--- config.mk ---
export PLATFORM = sky130hd
export DESIGN_NAME = serial_magnitude_comparator
export DESIGN_NICKNAME = d
export VERILOG_FILES = /design/src/rtl/serial_magnitude_comparator_pkg.sv /design/src/rtl/serial_magnitude_comparator_nibble_cmp_slice.sv /design/src/rtl/serial_magnitude_comparator.sv
export SDC_FILE = /design/constraint.sdc
export NUM_CORES = 1
export LEC_CHECK = 0
export ABC_AREA = 1
export CORE_MARGIN = 2
export CORE_UTILIZATION = 53
export CTS_BUF_LIST = sky130_fd_sc_hd__clkbuf_8
export DETAILED_ROUTE_END_ITERATION = 6
export GPL_TIMING_DRIVEN = 0
export PLACE_DENSITY_LB_ADDON = 0.1
export SYNTH_ARGS = -nofsm -noshare
export SYNTH_HDL_FRONTEND = slang
export SYNTH_HIERARCHICAL = 1
export SYNTH_SLANG_ARGS = --single-unit
--- constraint.sdc ---
create_clock -name clk -period 2.3 [get_ports clk]
set_input_delay 0.23 -clock clk [delete_from_list [all_inputs] [get_ports clk]]
set_output_delay 0.23 -clock clk [all_outputs]
set_load 0.01 [all_outputs]
--- src/rtl/serial_magnitude_comparator_pkg.sv ---
// Shared types and constants for the serial magnitude comparator.
package serial_magnitude_comparator_pkg;

    localparam int NIBBLE_W = 4;

    typedef enum logic {
        IDLE = 1'b0,
        CMP  = 1'b1
    } state_t;

    // Result triple is ordered {Gre, Les, Equ}
    typedef logic [2:0] res_t;
    localparam res_t RES_NONE = 3'b000;
    localparam res_t RES_GT   = 3'b100;
    localparam res_t RES_LT   = 3'b010;
    localparam res_t RES_EQ   = 3'b001;

endpackage

--- src/rtl/serial_magnitude_comparator_nibble_cmp_slice.sv ---
// Combinational 4-bit compare; signed_top treats the nibble as the sign-carrying top nibble.
module nibble_cmp_slice
    import serial_magnitude_comparator_pkg::*;
(
    input  logic [NIBBLE_W-1:0] a,
    input  logic [NIBBLE_W-1:0] b,
    input  logic                signed_top,
    output logic                gt,
    output logic                lt,
    output logic                eq
);

    logic [NIBBLE_W-1:0] a_ob;
    logic [NIBBLE_W-1:0] b_ob;

    // Flipping the sign bit maps two's complement onto offset binary, so an unsigned compare works
    assign a_ob = {a[NIBBLE_W-1] ^ signed_top, a[NIBBLE_W-2:0]};
    assign b_ob = {b[NIBBLE_W-1] ^ signed_top, b[NIBBLE_W-2:0]};

    assign gt = a_ob > b_ob;
    assign lt = a_ob < b_ob;
    assign eq = a_ob == b_ob;

endmodule

--- src/rtl/serial_magnitude_comparator.sv ---
// Nibble-serial wide-word magnitude comparator, MSB nibble first, with cascade inputs.
// Define SERIAL_CMP_EARLY_EXIT_EN to finish on the first decided nibble instead of walking all nibbles.
module serial_magnitude_comparator
    import serial_magnitude_comparator_pkg::*;
#(
    parameter int WIDTH = 16
) (
    input  logic             clk,
    input  logic             rst,
    input  logic             Start,
    input  logic [WIDTH-1:0] A,
    input  logic [WIDTH-1:0] B,
    input  logic             Signed,
    input  logic             CasG,
    input  logic             CasL,
    input  logic             CasE,
    output logic             Busy,
    output logic             Done,
    output logic             Gre,
    output logic             Les,
    output logic             Equ
);

    localparam int NIBBLES = WIDTH / NIBBLE_W;
    localparam int IDX_W   = (NIBBLES > 1) ? $clog2(NIBBLES) : 1;
    localparam logic [IDX_W-1:0] IDX_TOP = IDX_W'(NIBBLES - 1);

`ifdef SERIAL_CMP_EARLY_EXIT_EN
    localparam bit EARLY_EXIT = 1'b1;
`else
    localparam bit EARLY_EXIT = 1'b0;
`endif

    state_t state, state_nxt;
    logic [NIBBLES-1:0][NIBBLE_W-1:0] a_q, b_q;
    logic             sgn_q;
    logic [2:0]       cas_q;
    logic [IDX_W-1:0] idx, idx_nxt;
    res_t             sticky_q, res_q;
    logic             done_q;

    logic load, finish;
    logic gt, lt, eq;
    res_t slice_res, eff_res, cas_res, fin_res;

    nibble_cmp_slice u_slice (
        .a          (a_q[idx]),
        .b          (b_q[idx]),
        .signed_top (sgn_q && (idx == IDX_TOP)),
        .gt         (gt),
        .lt         (lt),
        .eq         (eq)
    );

    always_comb begin
        state_nxt = state;
        idx_nxt   = idx;
        load      = 1'b0;
        finish    = 1'b0;
        slice_res = eq ? RES_NONE : (gt ? RES_GT : RES_LT);
        // Without early exit the first decision is sticky; later nibbles cannot override it
        eff_res   = (!EARLY_EXIT && sticky_q != RES_NONE) ? sticky_q : slice_res;
        cas_res   = cas_q[2] ? RES_GT : (cas_q[1] ? RES_LT : RES_EQ);
        fin_res   = (eff_res != RES_NONE) ? eff_res : cas_res;
        case (state)
            IDLE: begin
                if (Start) begin
                    load      = 1'b1;
                    idx_nxt   = IDX_TOP;
                    state_nxt = CMP;
                end
            end
            CMP: begin
                if (idx == '0 || (EARLY_EXIT && eff_res != RES_NONE)) begin
                    finish    = 1'b1;
                    state_nxt = IDLE;
                end else begin
                    idx_nxt = idx - 1'b1;
                end
            end
            default: state_nxt = IDLE;
        endcase
    end

    always_ff @(posedge clk or posedge rst) begin
        if (rst) begin
            state    <= IDLE;
            idx      <= '0;
            a_q      <= '0;
            b_q      <= '0;
            sgn_q    <= 1'b0;
            cas_q    <= 3'b000;
            sticky_q <= RES_NONE;
            res_q    <= RES_NONE;
            done_q   <= 1'b0;
        end else begin
            state  <= state_nxt;
            idx    <= idx_nxt;
            done_q <= finish;
            if (load) begin
                a_q      <= A;
                b_q      <= B;
                sgn_q    <= Signed;
                cas_q    <= {CasG, CasL, CasE};
                sticky_q <= RES_NONE;
            end else if (state == CMP && sticky_q == RES_NONE) begin
                sticky_q <= slice_res;
            end
            if (finish)
                res_q <= fin_res;
        end
    end

    assign Busy = (state == CMP);
    assign Done = done_q;
    assign {Gre, Les, Equ} = res_q;

endmodule

==> results.py <==
metrics = {
    "synthesis": {
        "yosysWarnings": 6,
        "syn-num-nets": 316,
        "syn_area_um2": 2227,
        "avgSynthCellArea_um2": 8.218,
        "syn_inst": 271,
    },
    "global_routing": {
        "grt_first_pass_wirelength_um": 7700,
        "grt_pass1_vias": 1850,
        "antenna_found_initial": 0,
        "grt_max_degree": 27,
        "grt.overflow.total": 0,
        "grt_usage": 0.2256,
    },
    "route": {
        "wl_um": 4738,
        "vias": 1861,
        "ant_nets": 0,
        "drt_iter0_drc": 167,
        "drt-pass1-iter-count": 4,
        "routedWlPerCell_um": 12.70,
        "drc": 0,
        "viasPerCell": 4.989,
    },
    "place": {
        "detailedPlace.worstSlack_ns": -0.1320,
        "place_congestion": 0.8423,
        "dpl.hpwl_um": 3472,
        "portBuffers": 42,
        "place_area_um2": 2730,
    },
    "floorplan": {
        "core_um2": 4029,
        "die-area_um2": 4737,
        "die_y_um": 68.83,
        "row_count": 23,
        "initial_utilization": 0.5528,
        "dieWidth_um": 68.83,
        "io-pin-count": 44,
    },
    "power_and_ir_drop": {
        "totalPowerFinal_mw": 3.959,
        "ir_drop_mv": 0.6136,
        "leakage_nw": 1.429,
        "power.density_nw_per_um2": 1388,
    },
    "finish": {
        "drive_above_1_share": 0.1610,
        "final_common_cell": "nand2_1",
        "final_cell_mix": "104 x nand2_1, 43 x dfrtp_1, 42 x clkdlybuf4s50_1",
        "diodes": 0,
        "syn_to_final_growth_pct": 28.03,
        "nNetsFinal": 368,
        "final_area_um2": 2851,
    },
    "run_status": {
        "outcome": "completed",
    },
    "sta": {
        "clock_skew_ns": 0.005621,
        "finalHoldViolations": 0,
        "setup_ws_ns": 0.08812,
        "slew_headroom": 0.7225,
        "max_freq_mhz": 452.1,
        "final_max_slew_viol_count": 0,
        "setup_tns_ns": 0,
        "worst_pin_slew_ns": 0.4157,
        "hold_ws_ns": 0.2408,
        "fin_crit_ns": 2.212,
        "final-setup-viol-count": 0,
        "min_period_over_period": 0.9617,
    },
    "clock_tree": {
        "h-tree-depth": 2,
        "cts_buffers": 5,
        "clk-insertion-delay-late_ns": 0.30,
        "clock_sinks": 44,
        "clockBufferDepth": 2,
        "cts_tree": "done",
        "clockRootBuffer": "clkbuf_8",
        "path_clk_slew_ns": 0.08,
        "hold_buffers": 0,
    },
    "critical_path": {
        "reg2reg_slack_ns": 0.09,
        "cp-start-kind": "flip-flop",
        "crit_fanout": 10,
        "cp-end-kind": "flip-flop",
        "required_ns": 2.49,
        "arrival_ns": 2.41,
        "critPathKind": "flip-flop to flip-flop",
    },
    "flow_run": {
        "cap_violations": 0,
    },
    "hold_path": {
        "hold_class": "input port to async pin",
    },
}
-- power breakdown --
group	switching, mW	leakage, nW	internal (mW)
registers	0.201	0.539	1.14
logic	1.26	0.844	0.910
clock network	0.250	0.0452	0.202
-- metal layers --
layer,track usage,part of all wire,up-vias
li1,-,-,946
met1,0.2767,0.45,851
met2,0.3702,0.48,53
met3,0.05844,0.049,11
met4,0.1078,0.021,0
met5,0,0,-
-- repair_timing --
item	in CTS	in global routing
gates resized for setup	3	10
setup endpoints to repair	3	4
pin swaps	0	4
setup buffers	0	2
hold endpoints to repair	0	0
-- final cells by class --
| type | instances | area (µm²) |
|---|---|---|
| well taps | 50 | 62.56 |
| plain buffers | 11 | 106.4 |
| inverters | 30 | 116.4 |
| repair buffers | 45 | 455.4 |
| clock inverters | 2 | 8.758 |
| multi-input cells | 186 | 930.9 |
| flip-flops and latches | 44 | 1102 |
| fillers | 329 | 1177 |
| clock buffers | 5 | 68.82 |
-- flip-flops by register name (all words and copies together) (netlist names) --
| signal | cells |
|---|---|
| res_q | 3 |
| idx | 2 |
| sticky_q | 2 |
| cas_q | 2 |
| Done | 1 |
| sgn_q | 1 |
| a_q | 16 |
| b_q | 16 |
| Busy | 1 |
-- critical path, stage by stage (launching register included) --
cell and delay (ns):
dfrtp_1 0.41, inv_2 0.09, buf_2 0.19, o21ai_0 0.17, nand2_1 0.09, xnor2_1 0.13
ha_1 0.31, nand2_2 0.07, nor2_2 0.22, a21oi_2 0.09, nand3_1 0.10, nand2_1 0.05
nor2_1 0.13, nor2_1 0.06
-- final timing paths --
path,startpoint,to,cells past startpoint
min in group clk,A[0],a_q[0],3
max in group asynchronous,rst,b_q[12],3
worst min-delay path,rst,sticky_q[2],2
worst max register to register,idx[0],res_q[2],13
worst max-delay path,idx[0],res_q[2],13
worst min register to register,b_q[4],b_q[4],2
-- through the flow --
stage,utilization,instances
2_1_floorplan,-,271
3_3_place_gp,0.6727,363
3_5_place_dp,0.6776,364
4_1_cts,0.6991,371
5_1_grt,0.7078,373
6_report,0.7078,373
Power figures use the tool's default switching activity.
